--- src/rtl/pswa_pkg.sv ---
// pswa_pkg: shared types and sizing helpers for the packet symbol width adapter
package pswa_pkg;

   typedef enum logic {IDLE, PACK} state_t;

   function automatic int pswa_ratio(input int out_w, input int in_w);
      return out_w / in_w;
   endfunction

   function automatic int pswa_empty_w(input int ratio);
      return (ratio <= 2) ? 1 : $clog2(ratio);
   endfunction

endpackage

--- src/rtl/pswa_out_stage.sv ---
// pswa_out_stage: one-entry output holding register with valid/ready handshake
module pswa_out_stage #(
   parameter int DW = 256,
   parameter int EW = 3
) (
   input  logic          clock_clk,
   input  logic          reset_reset_n,
   input  logic          load,
   input  logic [DW-1:0] ld_data,
   input  logic          ld_sop,
   input  logic          ld_eop,
   input  logic [EW-1:0] ld_empty,
   input  logic          ready,
   output logic          valid,
   output logic [DW-1:0] data,
   output logic          sop,
   output logic          eop,
   output logic [EW-1:0] empty,
   output logic          full
);

   assign full = valid;

   // Reload has priority over drain so a word can leave and the next arrive in one cycle
   always_ff @(posedge clock_clk or negedge reset_reset_n) begin
      if (!reset_reset_n) begin
         valid <= 1'b0;
         data  <= '0;
         sop   <= 1'b0;
         eop   <= 1'b0;
         empty <= '0;
      end else if (load) begin
         valid <= 1'b1;
         data  <= ld_data;
         sop   <= ld_sop;
         eop   <= ld_eop;
         empty <= ld_empty;
      end else if (ready) begin
         valid <= 1'b0;
      end
   end

endmodule

--- src/rtl/packet_symbol_width_adapter_rx.sv ---
// packet_symbol_width_adapter_rx: packs narrow Avalon-ST beats MSB-first into wide words.
// Optional error counter output enabled by macro PSWA_RX_ERROR_STATUS_EN.
module packet_symbol_width_adapter_rx
   import pswa_pkg::*;
#(
   parameter int INPUT_SYMBOL_WIDTH  = 32,
   parameter int OUTPUT_SYMBOL_WIDTH = 256,
   localparam int RATIO = pswa_ratio(OUTPUT_SYMBOL_WIDTH, INPUT_SYMBOL_WIDTH),
   localparam int EW    = pswa_empty_w(RATIO)
) (
   input  logic                           clock_clk,
   input  logic                           reset_reset_n,
   input  logic [INPUT_SYMBOL_WIDTH-1:0]  asi_in0_data,
   input  logic                           asi_in0_valid,
   output logic                           asi_in0_ready,
   input  logic                           asi_in0_startofpacket,
   input  logic                           asi_in0_endofpacket,
   output logic [OUTPUT_SYMBOL_WIDTH-1:0] aso_out0_data,
   output logic                           aso_out0_valid,
   input  logic                           aso_out0_ready,
   output logic                           aso_out0_startofpacket,
   output logic                           aso_out0_endofpacket,
   output logic [EW-1:0]                  aso_out0_empty
`ifdef PSWA_RX_ERROR_STATUS_EN
   ,
   output logic [15:0]                    stat_err_count
`endif
);

   localparam int CW = $clog2(RATIO) + 1;

   if (OUTPUT_SYMBOL_WIDTH % INPUT_SYMBOL_WIDTH != 0 || RATIO < 2) begin : g_bad_ratio
      $error("OUTPUT_SYMBOL_WIDTH must be an integer multiple >= 2 of INPUT_SYMBOL_WIDTH");
   end

   state_t                         state;
   logic [CW-1:0]                  cnt;
   logic [CW-1:0]                  idx;
   logic [OUTPUT_SYMBOL_WIDTH-1:0] buffer;
   logic [OUTPUT_SYMBOL_WIDTH-1:0] merged;
   logic                           first;
   logic                           start;
   logic                           in_pkt;
   logic                           comp;
   logic                           accept;
   logic                           out_full;
   logic [EW-1:0]                  ld_empty;

   assign start  = asi_in0_startofpacket;
   assign in_pkt = (state == PACK);
   assign idx    = start ? '0 : cnt;
   assign comp   = (start | in_pkt) & ((idx == CW'(RATIO - 1)) | asi_in0_endofpacket);
   // A full output register only blocks the beat that would need to load it
   assign asi_in0_ready = !out_full | aso_out0_ready | !comp;
   assign accept   = asi_in0_valid & asi_in0_ready;
   assign ld_empty = asi_in0_endofpacket ? EW'(RATIO - 1 - int'(idx)) : '0;

   // Merge the incoming beat into its slice; a SOP beat ignores any stale partial word
   always_comb begin
      merged = '0;
      for (int i = 0; i < RATIO; i++)
         merged[(RATIO-i)*INPUT_SYMBOL_WIDTH-1 -: INPUT_SYMBOL_WIDTH] =
            (i == int'(idx)) ? asi_in0_data :
            (i < int'(idx) && !start) ? buffer[(RATIO-i)*INPUT_SYMBOL_WIDTH-1 -: INPUT_SYMBOL_WIDTH] : '0;
   end

   // Packet framing state, slice counter and assembly buffer
   always_ff @(posedge clock_clk or negedge reset_reset_n) begin
      if (!reset_reset_n) begin
         state  <= IDLE;
         cnt    <= '0;
         buffer <= '0;
         first  <= 1'b0;
      end else if (accept && (start || in_pkt)) begin
         if (comp) begin
            buffer <= '0;
            cnt    <= '0;
            first  <= 1'b0;
            state  <= asi_in0_endofpacket ? IDLE : PACK;
         end else begin
            buffer <= merged;
            cnt    <= idx + CW'(1);
            first  <= start | first;
            state  <= PACK;
         end
      end
   end

   pswa_out_stage #(.DW(OUTPUT_SYMBOL_WIDTH), .EW(EW)) u_out (
      .clock_clk     (clock_clk),
      .reset_reset_n (reset_reset_n),
      .load          (accept & comp),
      .ld_data       (merged),
      .ld_sop        (start | first),
      .ld_eop        (asi_in0_endofpacket),
      .ld_empty      (ld_empty),
      .ready         (aso_out0_ready),
      .valid         (aso_out0_valid),
      .data          (aso_out0_data),
      .sop           (aso_out0_startofpacket),
      .eop           (aso_out0_endofpacket),
      .empty         (aso_out0_empty),
      .full          (out_full)
   );

`ifdef PSWA_RX_ERROR_STATUS_EN
   // Saturating count of beats dropped in IDLE and packets aborted by an early SOP
   always_ff @(posedge clock_clk or negedge reset_reset_n) begin
      if (!reset_reset_n)
         stat_err_count <= '0;
      else if (accept && ((!in_pkt && !start) || (in_pkt && start)) && stat_err_count != 16'hFFFF)
         stat_err_count <= stat_err_count + 16'd1;
   end
`endif

endmodule

--- config.mk ---
export PLATFORM = sky130hd
export DESIGN_NAME = packet_symbol_width_adapter_rx
export DESIGN_NICKNAME = d
export VERILOG_FILES = /design/src/rtl/pswa_pkg.sv /design/src/rtl/pswa_out_stage.sv /design/src/rtl/packet_symbol_width_adapter_rx.sv
export SDC_FILE = /design/constraint.sdc
export NUM_CORES = 1
export LEC_CHECK = 0
export CELL_PAD_IN_SITES_DETAIL_PLACEMENT = 1
export CELL_PAD_IN_SITES_GLOBAL_PLACEMENT = 1
export CORE_ASPECT_RATIO = 1.5
export CORE_UTILIZATION = 40
export CTS_CLUSTER_SIZE = 30
export DETAILED_ROUTE_END_ITERATION = 8
export HOLD_SLACK_MARGIN = 0.05
export PLACE_DENSITY = 0.69
export SLEW_MARGIN = 10
export SYNTH_ARGS = -nofsm -noshare
export SYNTH_HDL_FRONTEND = slang
export SYNTH_HIERARCHICAL = 1
export SYNTH_SLANG_ARGS = --single-unit
export TNS_END_PERCENT = 50
--- constraint.sdc ---
create_clock -name clock_clk -period 4.7 [get_ports clock_clk]
set_input_delay 0.47 -clock clock_clk [delete_from_list [all_inputs] [get_ports clock_clk]]
set_output_delay 0.47 -clock clock_clk [all_outputs]
set_load 0.005 [all_outputs]
==> summary.md <==
| Metric | Value |
|---|---|
| Final Hold Vio Count | `0` |
| Cells after Synth | `1,617` |
| Post-route ant nets | `0` |
| R2R depth | `5` |
| Drt pass-1 iters | `4` |
| # DRC | `0` |
| Final WL | `67,600 um` |
| VDD IR max | `0.0003093 V` |
| Seq/Total Area, Yosys | `57.68%` |
| Cell mode on critical path | `clkdlybuf4s50_1` |
| Post-synth top flop | `dfrtp_1` |
| # Post-CTS Setup Buffers | `0` |
| Vias/cell | `5.685` |
| Critical Path Max Stage Delay | `0.58 ns` |
| IO Port Bufs | `300` |
| Synth area leaders | `dfrtp_1 58%, a22o_1 16%, mux2_4 12%` |
| Floorplan core area | `55,970 um2` |
| Cell Chain, Critical Path | `clkdlybuf4s50_1 > buf_4 > nand2b_1 > nor2_4 > o21ai_0 > clkdlybuf4s50_1` |
| EDFF count, synth | `0` |
| Part of the cycle the worst path needs | `69.25%` |
| Clock Latency Late Sink | `0.60 ns` |
| Synth area leader | `dfrtp_1` |
| Fin Hold WS | `0.4570 ns` |
| Netlist cell types | `45` |
| CTS Sinks | `524` |
| Asr flop ratio synth | `100.0%` |
| Clock Path Buffers | `3` |
| Worst Setup EP | `asi_in0_ready` |
| Final core occ | `50.04%` |
| Worst reg2reg startpoint | `cnt[3]` |
| Register bit total from synthesis | `524` |
| # rows | `106` |
| Crit path arrival time | `2.78 ns` |
| Initial Utilization | `40.62%` |
| Remaining Overflow, GRT | `0` |
| Mapped cell area | `22,730 um2` |
| Die Area | `57,810 um2` |
| RSZ-0062 raised after global routing | `false` |
| Most frequent cells in the layout | `524 x dfrtp_1, 416 x a22o_1, 299 x clkdlybuf4s50_1, 179 x mux2_4, 114 x mux2_2` |
| Initial antenna violation count | `0` |
| Clk slew on worst S/H paths | `0.06 ns` |
| Placed cell count | `2,532` |
| Maximum clock frequency | `0.3073 GHz` |
| H-Tree Depth | `2` |
| CP max stage cell | `clkdlybuf4s50_1` |
| # fillers | `5,553` |
| Slew Limit Fails | `0` |
| Status | `finished clean` |
| Syn Area/Cell | `14.06 um2` |
| GRT Total Usage | `23.87%` |
| Leakage | `12.98 nW` |
| Post-synth top area share | `57.68%` |
| Largest net degree at the start of global routing | `111` |
| Critical Path Source | `asi_in0_startofpacket` |
| Antenna diode count | `0` |
| Startpoint Class | `primary input` |
| Post-route setup TNS | `0 ns` |
| PwrDens | `379.3 nW/um2` |
| Die height | `294.0 um` |
| Layout Cells excl Fill | `2,624` |
| CP required | `4.23 ns` |
| Nets | `1,869` |
| Routed vias | `14,920` |
| Crit Path Category | `in2out` |
| Vias in the first global route | `16,390` |
| Final worst slack | `1.445 ns` |
| Count of final setup violators | `0` |
| Global-route wire length before repair | `106,000 um` |
| DP Worst Slack | `1.053 ns` |
| Slew @ Worst Pin | `1.085 ns` |
| CP Capture Type | `primary output` |
| GP Congestion | `0.7666` |
| Die width | `196.7 um` |
| Syn_nets | `1,655` |
| Min-Delay Path Class | `in2async` |
| DRT iter0 DRCs | `924` |
| Flop2flop setup slack | `1.63 ns` |
| Min cycle time layout | `3.255 ns` |
| Most common cell after layout, fill and taps aside | `dfrtp_1` |
| CTS buffer count | `52` |
| Reg-to-Reg End | `u_out/data[5]` |
| WL/cell | `25.76 um` |
| Dpl hpwl | `43,860 um` |
| Layout Skew | `0.01844 ns` |
| Max-slew headroom | `27.49%` |
| Max Cap Viol | `0` |
| Area delta synth->final | `23.20%` |
| Layout cell share with drive strength beyond 1 | `23.61%` |
| CTS tree | `built` |
| CP Max Fanout | `17` |
| Root Buffer | `clkbuf_16` |
| Synth Warn # | `6` |
| Boundary Pins | `301` |
-- synth_stat cells (2+ instances only) --
cell type / number
dfrtp_1: 524
o21ai_2: 4
buf_6: 21
nand2_1: 74
nor2_1: 19
buf_1: 4
mux2_2: 114
nand2b_1: 3
nand3_1: 33
buf_4: 3
o21a_1: 3
buf_2: 56
and2_1: 35
a21oi_1: 6
nor3_1: 2
nor3b_2: 2
inv_1: 5
o211ai_1: 2
nor4_2: 2
mux2_4: 179
a22o_1: 416
clkbuf_1: 87
-- critical path, delay by kind of cell --
kind	cells	cell delay, ns
simple gates	2	0.51
compound gates	1	0.30
buf+inv	3	1.50
-- area by class of cell --
cell class	instances	area, um2	share of cell area (%)
sequential	524	13110	46.82
multi-input combinational	917	8889	31.74
tap	756	945.9	3.377
inverter	5	18.77	0.06701
clock inverter	20	195.2	0.6969
timing repair buffer	331	3343	11.94
clock buffer	71	1504	5.370
-- state kept, by name, summed over array words and instances, names as in the netlist --
signal / count
buffer: 256
u_out/data: 256
cnt: 4
u_out/empty: 3
first: 1
in_pkt: 1
u_out/eop: 1
u_out/full: 1
u_out/sop: 1
-- what timing repair did --
item / CTS / global route
endpoints found under the hold margin: 76 / 0
hold buffers: 1 / 0
gates resized for setup: 0 / 0
-- kinds of logic after synthesis --
family / count (synthesis) / share of synthesized area [%]
AOI/OAI and AO/OA: 443 / 16.98
DFF: 524 / 57.68
xor gates and xnor gates: 1 / 0.03853
buffers and inverters: 176 / 3.957
and+or+nand+nor: 180 / 3.880
muxes: 293 / 17.47
-- stage by stage --
step           cell area, um2  total power [mW]
2_1_floorplan           22730             5.752
5_1_grt                 28010             11.01
4_1_cts                 28010             10.76
3_3_place_gp            26300             6.477
3_5_place_dp            26300             6.512
6_report                28010             10.62
-- where the power goes --
part / leakage (nW) / internal, mW / switching [mW]
Combinational: 4.94 / 0.761 / 0.710
Clock: 0.843 / 2.40 / 1.80
Sequential: 7.20 / 4.76 / 0.185
Total: 13.0 / 7.92 / 2.70
-- layer usage --
layer	vias to the layer above	track usage, %	part of all wire [%]
met5	-	0	0
met4	0	7.185	2.5
met3	91	4.241	5.1
met2	401	39.52	49
met1	8002	31.89	43
li1	6424	-	-
-- worst min-delay path by stage --
stage	start	endpoint	slack (ns)	depth (start not counted)
after floorplan	reset_reset_n	buffer[0]	0.17	0
after detailed placement	buffer[31]	buffer[31]	0.47	1
after global routing	buffer[7]	buffer[7]	0.51	1
after global placement	buffer[29]	buffer[29]	0.47	1
final	reset_reset_n	u_out/data[252]	0.46	2
after CTS	reset_reset_n	u_out/data[252]	0.48	2
No activity file was read; power rests on OpenSTA's default activity.
